===== config.mk =====
export PLATFORM = sky130hd
export DESIGN_NAME = qpsk_tx_sched_flat
export DESIGN_NICKNAME = d
export VERILOG_FILES = /design/src/rtl/qpsk_tx_sched_if.sv /design/src/rtl/qpsk_tx_sched.sv /design/src/flat_wrapper.sv
export SDC_FILE = /design/constraint.sdc
export NUM_CORES = 1
export LEC_CHECK = 0
export ABC_CLOCK_PERIOD_IN_PS = 10520
export CORE_MARGIN = 2
export CORE_UTILIZATION = 35
export CTS_BUF_LIST = sky130_fd_sc_hd__clkbuf_8
export CTS_CLUSTER_SIZE = 25
export DETAILED_ROUTE_END_ITERATION = 8
export SLEW_MARGIN = 20
export SYNTH_ARGS = -nofsm -noshare
export SYNTH_HDL_FRONTEND = slang
export SYNTH_SLANG_ARGS = --single-unit

===== constraint.sdc =====
create_clock -name clk -period 10.52 [get_ports clk]
set_input_delay 2.104 -clock clk [delete_from_list [all_inputs] [get_ports clk]]
set_output_delay 2.104 -clock clk [all_outputs]
set_load 0.05 [all_outputs]

===== src/rtl/qpsk_tx_sched_if.sv =====
`default_nettype none
// ============================================================================
// Module      : qpsk_tx_sched_if
// Description : Source-side handshake and modulator-side frame bus for the
//               QPSK transmit frame scheduler.
// Revision    : 1.0 - initial release
// ============================================================================
interface qpsk_tx_sched_if;
    logic        en;
    logic [1:0]  req;
    logic [23:0] payload0;
    logic [23:0] payload1;
    logic [1:0]  ack;
    logic [39:0] para_out;
    logic        frame_start;
    logic        busy;
    logic        grant_id;
    logic [15:0] frame_cnt;

    modport master (
        output en, req, payload0, payload1,
        input  ack, para_out, frame_start, busy, grant_id, frame_cnt
    );

    modport slave (
        input  en, req, payload0, payload1,
        output ack, para_out, frame_start, busy, grant_id, frame_cnt
    );
endinterface
`default_nettype wire


===== src/rtl/qpsk_tx_sched.sv =====
`default_nettype none
// ============================================================================
// Module      : qpsk_tx_sched
// Description : Round-robin scheduler framing two 24-bit payload sources into
//               40-bit words held for one modulator slot each.
// Revision    : 1.0 - initial release
// ============================================================================
module qpsk_tx_sched #(
    parameter logic [7:0]  HEADER    = 8'hCC,
    parameter logic [15:0] FRAME_CYC = 16'd1000,
    parameter logic [39:0] IDLE_WORD = 40'h00_0000_0000
) (
    input  wire logic       clk,
    input  wire logic       rst,
    qpsk_tx_sched_if.slave  bus
);

    localparam logic [15:0] c_LAST_CYC = FRAME_CYC - 16'd1;

    typedef enum logic [0:0] {
        SLOT_IDLE = 1'b0,
        SLOT_DATA = 1'b1
    } slot_state_t;

    slot_state_t r_state;
    slot_state_t w_state_nxt;

    logic [15:0] r_cnt;
    logic        r_rr;
    logic [39:0] r_para_out;
    logic [1:0]  r_ack;
    logic        r_frame_start;
    logic        r_grant_id;
    logic [15:0] r_frame_cnt;

    logic        w_decide;
    logic        w_grant;
    logic        w_win;
    logic [23:0] w_payload;
    logic [9:0]  w_sum;
    logic [39:0] w_frame;

    assign w_decide = (r_cnt == c_LAST_CYC);

    // Free-running slot counter; never influenced by en or req.
    always_ff @(posedge clk) begin
        if (rst) begin
            r_cnt <= 16'd0;
        end else if (w_decide) begin
            r_cnt <= 16'd0;
        end else begin
            r_cnt <= r_cnt + 16'd1;
        end
    end

    always_ff @(posedge clk) begin
        if (rst) begin
            r_state <= SLOT_IDLE;
        end else begin
            r_state <= w_state_nxt;
        end
    end

    always_comb begin
        w_grant     = bus.en && (bus.req != 2'b00);
        w_state_nxt = r_state;
        if (w_decide) begin
            w_state_nxt = w_grant ? SLOT_DATA : SLOT_IDLE;
        end
    end

    // A lone requester always wins; a tie goes to the preferred source.
    always_comb begin
        w_win = r_rr;
        case (bus.req)
            2'b01:   w_win = 1'b0;
            2'b10:   w_win = 1'b1;
            default: w_win = r_rr;
        endcase
    end

    always_comb begin
        w_payload = w_win ? bus.payload1 : bus.payload0;
        w_sum     = {2'b00, w_payload[23:16]}
                  + {2'b00, w_payload[15:8]}
                  + {2'b00, w_payload[7:0]};
        w_frame   = {HEADER, w_payload, w_sum[7:0]};
    end

    always_ff @(posedge clk) begin
        if (rst) begin
            r_para_out    <= IDLE_WORD;
            r_ack         <= 2'b00;
            r_frame_start <= 1'b0;
            r_grant_id    <= 1'b0;
            r_frame_cnt   <= 16'd0;
            r_rr          <= 1'b0;
        end else begin
            r_ack         <= 2'b00;
            r_frame_start <= 1'b0;
            if (w_decide) begin
                r_frame_start <= 1'b1;
                if (w_state_nxt == SLOT_DATA) begin
                    r_para_out  <= w_frame;
                    r_ack       <= w_win ? 2'b10 : 2'b01;
                    r_grant_id  <= w_win;
                    r_frame_cnt <= r_frame_cnt + 16'd1;
                    r_rr        <= ~w_win;
                end else begin
                    r_para_out  <= IDLE_WORD;
                end
            end
        end
    end

    assign bus.para_out    = r_para_out;
    assign bus.ack         = r_ack;
    assign bus.frame_start = r_frame_start;
    assign bus.busy        = (r_state == SLOT_DATA);
    assign bus.grant_id    = r_grant_id;
    assign bus.frame_cnt   = r_frame_cnt;

endmodule
`default_nettype wire

===== src/flat_wrapper.sv =====
// flat-port wrapper written by rule: the top's interface ports become plain ports
module qpsk_tx_sched_flat 
#(
    parameter logic [7:0]  HEADER    = 8'hCC,
    parameter logic [15:0] FRAME_CYC = 16'd1000,
    parameter logic [39:0] IDLE_WORD = 40'h00_0000_0000
)
  (clk, rst, bus_en, bus_req, bus_payload0, bus_payload1, bus_ack, bus_para_out, bus_frame_start, bus_busy, bus_grant_id, bus_frame_cnt);
  qpsk_tx_sched_if bus_i ();
  input  wire logic clk;
  input  wire logic rst;
  input wire logic [$bits(bus_i.en)-1:0] bus_en;
  input wire logic [$bits(bus_i.req)-1:0] bus_req;
  input wire logic [$bits(bus_i.payload0)-1:0] bus_payload0;
  input wire logic [$bits(bus_i.payload1)-1:0] bus_payload1;
  output wire logic [$bits(bus_i.ack)-1:0] bus_ack;
  output wire logic [$bits(bus_i.para_out)-1:0] bus_para_out;
  output wire logic [$bits(bus_i.frame_start)-1:0] bus_frame_start;
  output wire logic [$bits(bus_i.busy)-1:0] bus_busy;
  output wire logic [$bits(bus_i.grant_id)-1:0] bus_grant_id;
  output wire logic [$bits(bus_i.frame_cnt)-1:0] bus_frame_cnt;
  assign bus_i.en = bus_en;
  assign bus_i.req = bus_req;
  assign bus_i.payload0 = bus_payload0;
  assign bus_i.payload1 = bus_payload1;
  assign bus_ack = bus_i.ack;
  assign bus_para_out = bus_i.para_out;
  assign bus_frame_start = bus_i.frame_start;
  assign bus_busy = bus_i.busy;
  assign bus_grant_id = bus_i.grant_id;
  assign bus_frame_cnt = bus_i.frame_cnt;
  qpsk_tx_sched #(.HEADER(HEADER), .FRAME_CYC(FRAME_CYC), .IDLE_WORD(IDLE_WORD)) u_core (.clk(clk), .rst(rst), .bus(bus_i));
endmodule

==> metrics, run 1 <==
outcome completed; ordered list of cells on the worst path clkdlybuf4s50_1 -> inv_1 -> ha_1 -> mux2i_4 -> buf_4 -> mux2_2 -> fa_1 -> ha_1 -> fa_1 -> a211oi_1 -> o21bai_1 -> a21oi_1 -> xor2_1 -> o21ai_0; clock latency reported for the late side of the worst-skew pair 340 ps; wire length of the first global-routing pass 13.47 mm; EDFF count, synth 0; number of failing setup endpoints in the final timing report 0; Hold-fix buffers, CTS 0; share of async-settable or async-resettable flops after synthesis 0%; placed wire-length estimate 5.912 mm; average cell area after synthesis 9.790 sq um; highest attainable clock frequency 178.0 MHz; Arr. time, crit path 5810 ps; Cell Pwr Density 129.2 nW/um^2; depth of the CTS H-tree 3; number of search-and-repair iterations in the first detailed-routing pass 4; startpoint kind of the worst setup timing path primary input; min Tclk post-route 5619 ps; worst clock skew 10.76 ps; Yosys reg bits 71; share of synthesized area occupied by flip-flops and latches 41.01%; slew margin rel. 48.51%; clock root buffer master clkbuf_8; non-filler instance count after layout 595; Slowest cell on crit path clkdlybuf4s50_1; final core area utilization 50.21%; antenna diode count 0; Die Outline Area 10,710 sq um; number of top-level pins 114; Cells on Worst Hold Path 2; warnings from Yosys 0; setup repair after global routing missed its margin no; average wire length per cell after detail routing 13.69 microns; final wirelength 8.148 mm; kind of capture point of the worst setup path flop; initial cell density of the core 35.79%; die extent in x 103.5 microns; slowest stage delay, CP 480 ps; most common cell after layout, fill and taps aside clkdlybuf4s50_1; post-CTS setup buffer count 0; overflow left after global routing 0; post-cts gate resize count 0; required time of the critical path 10,710 ps; global-route total usage across every layer 15.36%; num rows 36; top library cells by usage in the layout, fill and taps aside clkdlybuf4s50_1 (109), dfxtp_1 (71), nand2_1 (29); highest ir drop seen on vdd 0.07027 mV; TritonCTS clock tree built; number of nets in the layout 528; total standard cell area after synthesis 3466 sq um; Mapped Cells 354; number of antenna violations at the first check in global routing 0; pin count of the biggest net entering global routing 36; count of final hold-check violations 0; Leakage Power 1.862 nW; maximum fanout count along the critical path 27; via density per instance 4.763; final cycle utilization of the critical path 53.41%; max-capacitance violation count 0; clock sink count 71; commonest register cell after synthesis dfxtp_1; synthesis-to-layout area growth 40.29%; die span in y 103.5 microns; length in cells of the worst reg-to-reg path 11; number of max-slew violations in the final report 0; count of unique library cells instantiated by Yosys 45; fraction of final layout cells with drive strength greater than 1 10.39%; clock slew at the register clock pins of the worst setup and hold paths 80 ps; via count 2,834; instance count after placement with tap cells included 579; via count of the first global-routing pass 2,771; core area 9684 sq um; buffers from clock root to sink, at most 2; number of design-rule violations left by the first detailed-router iteration 74; Setup CP Type in2reg; final sum of negative setup slack 0 ps; last weighted congestion value of the routability-driven placer 0.7669; buffers added on ports 109; CTS buffer count 9; actual transition at the worst max-transition pin 772.4 ps; residual antenna-violating net count after detailed routing 0; path class of the lowest-slack min-delay path reg2reg; number of remaining DRC errors 0
synth_stat cells, drive strengths merged, types with 3 or more instances:
| master | number | share of area [%] |
|---|---|---|
| a21oi | 14 | 2.0 |
| a22o | 18 | 4.5 |
| and2 | 3 | 0.54 |
| and3 | 3 | 0.54 |
| buf | 18 | 3.5 |
| clkbuf | 5 | 0.54 |
| dfxtp | 71 | 41 |
| fa | 8 | 4.6 |
| ha | 10 | 3.6 |
| inv | 10 | 1.1 |
| mux2 | 15 | 4.9 |
| mux2i | 12 | 3.6 |
| nand2 | 30 | 3.5 |
| nand3 | 10 | 1.4 |
| nand4 | 10 | 2.2 |
| nor2 | 32 | 3.9 |
| nor3 | 4 | 0.58 |
| o21ai | 26 | 4.4 |
| or3 | 9 | 1.6 |
| xnor2 | 12 | 3.0 |
| xor2 | 13 | 3.3 |
power breakdown:
part	internal, W	leakage (nW)	switching, W
logic	0.0000512	1.17	0.0000461
clock network	0.000156	0.122	0.000104
registers	0.000269	0.572	0.00000108
per-stage QoR:
stage          setup slack, ps  hold WS [ps]  power (W)  instance area, sq um
2_1_floorplan             5139         441.6  0.0003428                  3477
3_3_place_gp              4561         430.7  0.0003748                  4624
3_5_place_dp              4511         439.1  0.0003754                  4624
4_1_cts                   4861         451.9  0.0006369                  4862
5_1_grt                   4638         476.7  0.0006587                  4862
6_report                  4901         447.3  0.0006280                  4862
cells by family (layout without fill, tap and decap cells):
| logic type | after synthesis | in the layout | share of synthesized area (%) |
|---|---|---|---|
| other | 1 | 4 | 0.1082 |
| buffers and inverters | 33 | 138 | 5.162 |
| adder cells (fa/ha/maj) | 18 | 18 | 8.231 |
| AND/OR/NAND/NOR | 114 | 114 | 17.36 |
| AO/OA/AOI/OAI | 63 | 63 | 12.06 |
| multiplexers | 27 | 27 | 8.448 |
| flip-flops | 71 | 71 | 41.01 |
| XOR/XNOR | 27 | 27 | 7.617 |
metal layers:
metal  vias to the layer above  wire length (microns)  global-route usage, %
met5                         -                      0                      0
met4                         0                    127                  5.502
met3                        12                    666                  6.167
met2                        78                   3891                  25.17
met1                      1314                   3463                  18.25
li1                       1430                      -                      -
critical path: cells and delay by family:
family	cells	cell delay [ps]
buf+inv	3	900
xor+xnor	1	140
compound gates	4	610
fa+ha+maj	4	1410
mux	2	630
worst paths after layout:
path / from / end / slack (ps)
worst min register to register: u_core.bus.busy / u_core.bus.busy / 450
worst min-delay path: u_core.bus.busy / u_core.bus.busy / 450
worst max register to register: u_core.r_rr / u_core.bus.para_out[7] / 7260
worst max-delay path: bus_req[1] / u_core.bus.para_out[7] / 4900
registers in the layout, summed over array words and instances, names as in the netlist:
signal / cells
u_core.bus.grant_id: 1
u_core.bus.para_out: 33
u_core.bus.busy: 1
u_core.r_rr: 1
u_core.r_cnt: 16
u_core.bus.ack: 2
u_core.bus.frame_cnt: 16
u_core.bus.frame_start: 1
final cells by class:
cell class              instances  area (sq um)
fillers                       927          4822
multi-input cells             253          1886
flip-flops and latches         71          1421
repair buffers                112          1114
well taps                     133         166.4
clock buffers                   9         123.9
clock inverters                 7         113.9
inverters                      10         37.54
Power figures use the tool's default switching activity.
==> run 2: changes to the inputs <==
--- a/config.mk
+++ b/config.mk
@@ -5,7 +5,7 @@
 export SDC_FILE = /design/constraint.sdc
 export NUM_CORES = 1
 export LEC_CHECK = 0
-export ABC_CLOCK_PERIOD_IN_PS = 10520
+export ABC_CLOCK_PERIOD_IN_PS = 5500
 export CORE_MARGIN = 2
 export CORE_UTILIZATION = 35
 export CTS_BUF_LIST = sky130_fd_sc_hd__clkbuf_8
==> constraint.sdc (replaced) <==
create_clock -name clk -period 5.5 [get_ports clk]
set_input_delay 1.1 -clock clk [delete_from_list [all_inputs] [get_ports clk]]
set_output_delay 1.1 -clock clk [all_outputs]
set_load 0.05 [all_outputs]
==> run 2 against run 1 <==
  * Final cell count unchanged
  * Clock power increased by 60%
  * Highest routed layer unchanged
  * Sequential cell count unchanged
  * Combinational power increased by 94%
==> metrics, run 2 (synthesized netlist as in run 1, its figures left out) <==
most common cell after layout, fill and taps aside clkdlybuf4s50_1; Setup CP Type in2reg; Cell Pwr Density 232.7 nW/um^2 (+80%); max-capacitance violation count 0 (unchanged); top cell family by delay on the critical path adder cells; kind of capture point of the worst setup path flop; pin count of the biggest net entering global routing 27 (-25%); antenna diode count 0 (unchanged); number of failing setup endpoints in the final timing report 0 (unchanged); via density per instance 4.716 (-0.99%); slew margin rel. 48.50% (about the same); post-cts gate resize count 0 (unchanged); Leakage Power 1.837 nW (-1.3%); first element of the critical path bus_req[1]; final core area utilization 49.83% (-0.37 points); top library cells by usage in the layout, fill and taps aside clkdlybuf4s50_1 (109), dfxtp_1 (71), nand2_1 (29); CTS buffer count 9 (unchanged); clock sink count 71 (unchanged); number of remaining DRC errors 0 (unchanged); number of inserted filler cells in the final layout 905 (-2.4%); highest ir drop seen on vdd 0.09576 mV (+36%); Die Outline Area 10,710 sq um (unchanged); Hold-fix buffers, CTS 0 (unchanged); multi-input logic area 1891 sq um (+0.27%); register area 1421 sq um (unchanged); min Tclk post-route 4613 ps; number of antenna violations at the first check in global routing 0 (unchanged); clock latency reported for the late side of the worst-skew pair 360 ps (+20 ps); buffers from clock root to sink, at most 2 (unchanged); setup repair after global routing missed its margin no; startpoint kind of the worst setup timing path primary input; path class of the lowest-slack min-delay path reg2reg; count of final hold-check violations 0 (unchanged); worst clock skew 15.27 ps (+4.514 ps); ordered list of cells on the worst path clkdlybuf4s50_1 -> inv_1 -> ha_1 -> mux2i_4 -> buf_4 -> mux2_2 -> fa_1 -> ha_1 -> a211oi_1 -> o21bai_1 -> a21oi_1 -> xor2_1 -> o21ai_0; fraction of final layout cells with drive strength greater than 1 10.82% (+0.43 points); via count 2,806 (-0.99%); library cell appearing most often on the critical path ha_1; flip-flop count of the largest register after layout 33 (unchanged); Slowest cell on crit path mux2i_4; Crit Reg-Reg Startpoint u_core.r_rr; placed wire-length estimate 6.076 mm (+2.8%); wire length of the first global-routing pass 13.53 mm (+0.46%); number of nets in the layout 528 (unchanged); final sum of negative setup slack 0 ps (unchanged); number of design-rule violations left by the first detailed-router iteration 32 (-57%); clock slew at the register clock pins of the worst setup and hold paths 80 ps (about the same); core area 9684 sq um (unchanged); Arr. time, crit path 4810 ps (-1000 ps); TritonCTS clock tree built; global-route total usage across every layer 15.59% (+0.23 points); die span in y 103.5 microns (unchanged); depth of the CTS H-tree 3 (unchanged); required time of the critical path 5700 ps (-5010 ps); maximum fanout count along the critical path 15 (-44%); number of buffers and inverters on the critical path 3 (unchanged); initial cell density of the core 35.79% (unchanged); synthesis-to-layout area growth 39.24%; average wire length per cell after detail routing 13.70 microns (about the same); number of top-level pins 114 (unchanged); last weighted congestion value of the routability-driven placer 0.7483 (-2.4%); slowest stage delay, CP 550 ps (+70 ps); post-CTS setup buffer count 0 (unchanged); residual antenna-violating net count after detailed routing 0 (unchanged); overflow left after global routing 0 (unchanged); highest attainable clock frequency 216.8 MHz; clock root buffer master clkbuf_8; actual transition at the worst max-transition pin 772.6 ps (+0.1616 ps); outcome completed; final cycle utilization of the critical path 83.87%; number of search-and-repair iterations in the first detailed-routing pass 4 (unchanged); via count of the first global-routing pass 2,826 (+2.0%); Min-Delay Startpoint u_core.bus.busy; num rows 36 (unchanged); final wirelength 8.150 mm (about the same); number of max-slew violations in the final report 0 (unchanged); buffers added on ports 109 (unchanged); die extent in x 103.5 microns (unchanged)
## run 2: changes by cell type in the layout (fill, tap and decap cells not counted), sizes merged
cell | previous run | this run
bufinv | 3 | 1
clkinv | 1 | 3
clkinvlp | 1 | 2
inv | 12 | 11
## run 2: final timing paths
check	to	slack (ps)	cells after the start
worst max-delay path	u_core.bus.para_out[7]	890	13
worst min-delay path	u_core.bus.busy	450	2
worst max register to register	u_core.bus.para_out[7]	2210	10
worst min register to register	u_core.bus.busy	450	2
## run 2: worst register-to-register path, delay by kind of cell, from the launching register on
| family | cells | cell delay (ps) |
|---|---|---|
| AOI/OAI and AO/OA | 4 | 580 |
| muxes | 2 | 890 |
| adders and majority gates | 2 | 820 |
| xor gates and xnor gates | 1 | 150 |
| buffers and inverters | 1 | 360 |
| DFF | 1 | 350 |
## run 2: routing by layer
layer / vias to the layer above / share of wire (%) / track usage [%]
met2: 81 / 46 / 25.35
met1: 1288 / 43 / 17.75
met3: 10 / 9.6 / 7.048
met4: 0 / 1.8 / 6.660
met5: - / 0 / 0
li1: 1427 / - / -
## run 2: metrics by stage
| stage | hold WS [ps] | cells | worst slack (ps) | instance area, sq um | power, W |
|---|---|---|---|---|---|
| 2_1_floorplan | 441.6 | 357 | 1123 | 3477 | 0.0006556 |
| 3_3_place_gp | 432.0 | 579 | 561.6 | 4624 | 0.0007178 |
| 3_5_place_dp | 436.8 | 579 | 500.3 | 4624 | 0.0007195 |
| 4_1_cts | 449.7 | 595 | 857.4 | 4821 | 0.001138 |
| 5_1_grt | 471.8 | 595 | 605.7 | 4826 | 0.001178 |
| 6_report | 445.5 | 595 | 887.4 | 4826 | 0.001123 |
## run 2: layout make-up
cell class                      count  area share, %
Inverter                           10         0.7778
Clock inverter                      7          1.504
Timing Repair Buffer              112          23.07
Sequential cell                    71          29.45
Clock buffer                        9          2.567
Multi-Input combinational cell    253          39.18
Tap cell                          133          3.448
## run 2: report_power, final
group / internal (W) / switching [W]
clock network: 0.000210 / 0.000206
registers: 0.000515 / 0.00000206
logic: 0.0000982 / 0.0000908
==> run 3: changes to the inputs <==
--- a/config.mk
+++ b/config.mk
@@ -5,12 +5,13 @@
 export SDC_FILE = /design/constraint.sdc
 export NUM_CORES = 1
 export LEC_CHECK = 0
-export ABC_CLOCK_PERIOD_IN_PS = 5500
+export ABC_CLOCK_PERIOD_IN_PS = 3980
 export CORE_MARGIN = 2
 export CORE_UTILIZATION = 35
 export CTS_BUF_LIST = sky130_fd_sc_hd__clkbuf_8
 export CTS_CLUSTER_SIZE = 25
 export DETAILED_ROUTE_END_ITERATION = 8
+export PLACE_DENSITY = 0.66
 export SLEW_MARGIN = 20
 export SYNTH_ARGS = -nofsm -noshare
 export SYNTH_HDL_FRONTEND = slang
==> constraint.sdc (replaced) <==
create_clock -name clk -period 3.98 [get_ports clk]
set_input_delay 0.796 -clock clk [delete_from_list [all_inputs] [get_ports clk]]
set_output_delay 0.796 -clock clk [all_outputs]
set_load 0.05 [all_outputs]
==> run 3 against run 2 <==
  * Die area stayed put
  * Routed wire length increased by 4.2%
  * Combinational power rose by 81%
  * Critical path type unchanged
  * Largest power group unchanged
  * Utilization up 3.0 points
  * Count of clock-buffer cells in the layout unchanged
  * First-iteration DRC count up 140%
  * Final cell count up 3.7%
  * Highest routed layer unchanged
  * Design area rose by 6.1%
  * Clock skew is 4.2 ps lower
  * Clock power increased by 48%
  * Sequential cell count is the same
==> metrics, run 3 (synthesized netlist as in run 1, its figures left out) <==
min Tclk post-route 3903 ps; flip-flop count of the largest register after layout 33 (unchanged); number of nets in the layout 550 (+4.2%); setup repair after global routing missed its margin yes; outcome completed; highest attainable clock frequency 256.2 MHz; count of final hold-check violations 0 (unchanged); global-route total usage across every layer 15.95% (+0.35 points); average wire length per cell after detail routing 13.76 microns (+0.47%); clock root buffer master clkbuf_8; first element of the critical path bus_req[1]; number of design-rule violations left by the first detailed-router iteration 78 (+140%); clock sink count 71 (unchanged); TritonCTS clock tree built; maximum fanout count along the critical path 9 (-6); via density per instance 4.734 (+0.39%); number of max-slew violations in the final report 0 (unchanged); depth of the CTS H-tree 3 (unchanged); most common cell after layout, fill and taps aside clkdlybuf4s50_1; max-capacitance violation count 0 (unchanged); placed wire-length estimate 6.201 mm (+2.1%); Cell Pwr Density 326.9 nW/um^2 (+40%); buffers from clock root to sink, at most 2 (unchanged); Setup CP Type in2reg; worst clock skew 11.08 ps (-4.190 ps); clock slew at the register clock pins of the worst setup and hold paths 80 ps (about the same); Reg2Reg Capture Point u_core.bus.para_out[7]; slowest stage delay, CP 570 ps (+20 ps); number of search-and-repair iterations in the first detailed-routing pass 4 (unchanged); startpoint kind of the worst setup timing path primary input; actual transition at the worst max-transition pin 778.0 ps (+5.431 ps); residual antenna-violating net count after detailed routing 0 (unchanged); worst setup path endpoint u_core.bus.para_out[7]; num rows 36 (unchanged); worst setup timing slack at the placement stage -467.9 ps (-968.2 ps); number of antenna violations at the first check in global routing 0 (unchanged); number of buffers and inverters on the critical path 4 (+1); highest ir drop seen on vdd 0.1819 mV (+90%); number of failing setup endpoints in the final timing report 0 (unchanged); last weighted congestion value of the routability-driven placer 0.7851 (+4.9%); via count 2,921 (+4.1%); final wirelength 8.491 mm (+4.2%); overflow left after global routing 0 (unchanged); via count of the first global-routing pass 2,976 (+5.3%); slew margin rel. 48.13% (-0.36 points); path class of the lowest-slack min-delay path reg2reg; Die Outline Area 10,710 sq um (unchanged); number of remaining DRC errors 0 (unchanged); kind of capture point of the worst setup path flop; Slowest cell on crit path fa_1; core area 9684 sq um (unchanged); number of top-level pins 114 (unchanged); pin count of the biggest net entering global routing 36 (+33%); clock latency reported for the late side of the worst-skew pair 340 ps (-20 ps); die span in y 103.5 microns (unchanged); wire length of the first global-routing pass 14.01 mm (+3.5%); initial cell density of the core 35.79% (unchanged); final sum of negative setup slack 0 ps (unchanged); synthesis-to-layout area growth 47.73%; Crit Reg-Reg Startpoint u_core.r_rr; worst-case register-to-register setup slack 1090 ps (-1120 ps); slack of the critical path 77.29 ps (-810.1 ps); Leakage Power 1.971 nW (+7.3%); total stage count of the critical path 14 (+1); length in cells of the worst reg-to-reg path 11 (+1); library cell appearing most often on the critical path o21ai_1; Arr. time, crit path 4110 ps (-700 ps); required time of the critical path 4180 ps (-1520 ps); antenna diode count 0 (unchanged); fraction of final layout cells with drive strength greater than 1 17.36% (+6.5 points); Hold-fix buffers, CTS 0 (unchanged); final cycle utilization of the critical path 98.06%; CTS buffer count 9 (unchanged); die extent in x 103.5 microns (unchanged); buffers added on ports 109 (unchanged); top library cells by usage in the layout, fill and taps aside clkdlybuf4s50_1 (109), dfxtp_1 (71), nand2_1 (29); ordered list of cells on the worst path clkdlybuf4s50_1 -> inv_1 -> ha_4 -> mux2i_4 -> clkbuf_16 -> buf_6 -> mux2_2 -> fa_1 -> ha_2 -> o21ai_1 -> o21bai_1 -> a21oi_1 -> xor2_1 -> o21ai_1; top cell family by delay on the critical path adder cells
==> run 3: worst register-to-register path, delay by kind of cell, from the launching register on <==
kind | cells | cell delay (ps)
mux | 2 | 610
xor+xnor | 1 | 170
compound gates | 4 | 450
fa+ha+maj | 2 | 850
flops | 1 | 340
buf+inv | 2 | 360
==> run 3: worst min-delay path by stage <==
stage | start | endpoint | slack, ps | cells after the start
final | u_core.bus.busy | u_core.bus.busy | 450 | 2
after global routing | u_core.bus.busy | u_core.bus.busy | 480 | 2
after CTS | u_core.bus.busy | u_core.bus.busy | 460 | 2
after detailed placement | u_core.bus.para_out[3] | u_core.bus.para_out[3] | 450 | 2
after global placement | u_core.bus.busy | u_core.bus.busy | 440 | 2
after floorplan | u_core.r_cnt[0] | u_core.r_cnt[0] | 440 | 1
==> run 3: layout make-up <==
cell class / instances / area [sq um]
multi-input combinational: 253 / 1969
inverter: 10 / 37.54
tap: 133 / 166.4
sequential: 71 / 1421
timing repair buffer: 134 / 1313
clock buffer: 9 / 123.9
clock inverter: 7 / 88.84
fill: 893 / 4564
==> run 3: stage by stage <==
step,total power [W],area [sq um],hold slack (ps),utilization (%),instances
floorplan,0.0009081,3491,441.6,-,357
global placement,0.001033,4787,436.3,49.43,599
detailed placement,0.001039,4787,447.3,49.43,599
CTS,0.001673,5057,460.9,52.22,616
global route,0.001754,5120,480.2,52.87,617
finish,0.001674,5120,453.9,52.87,617
==> run 3: timing repair <==
action                     in CTS  in global routing
pin swaps                       2                  7
gates resized for setup         7                 16
gates cloned                    1                  0
buffers inserted                0                  1
setup endpoints to repair       2                  4
==> run 3: report_power, final <==
group,switching (W),internal (W)
Combinational,0.000147,0.000195
Sequential,0.00000296,0.000712
Clock,0.000268,0.000348
Total,0.000418,0.00126
==> run 3: per-layer routing <==
| metal | global-route usage, % | vias up | routed length [microns] | part of all wire (%) |
|---|---|---|---|---|
| li1 | - | 1475 | - | - |
| met1 | 17.52 | 1359 | 3564 | 42 |
| met2 | 27.86 | 81 | 4168 | 49 |
| met3 | 7.363 | 6 | 678 | 8.0 |
| met4 | 4.151 | 0 | 79 | 0.93 |
| met5 | 0 | - | 0 | 0 |
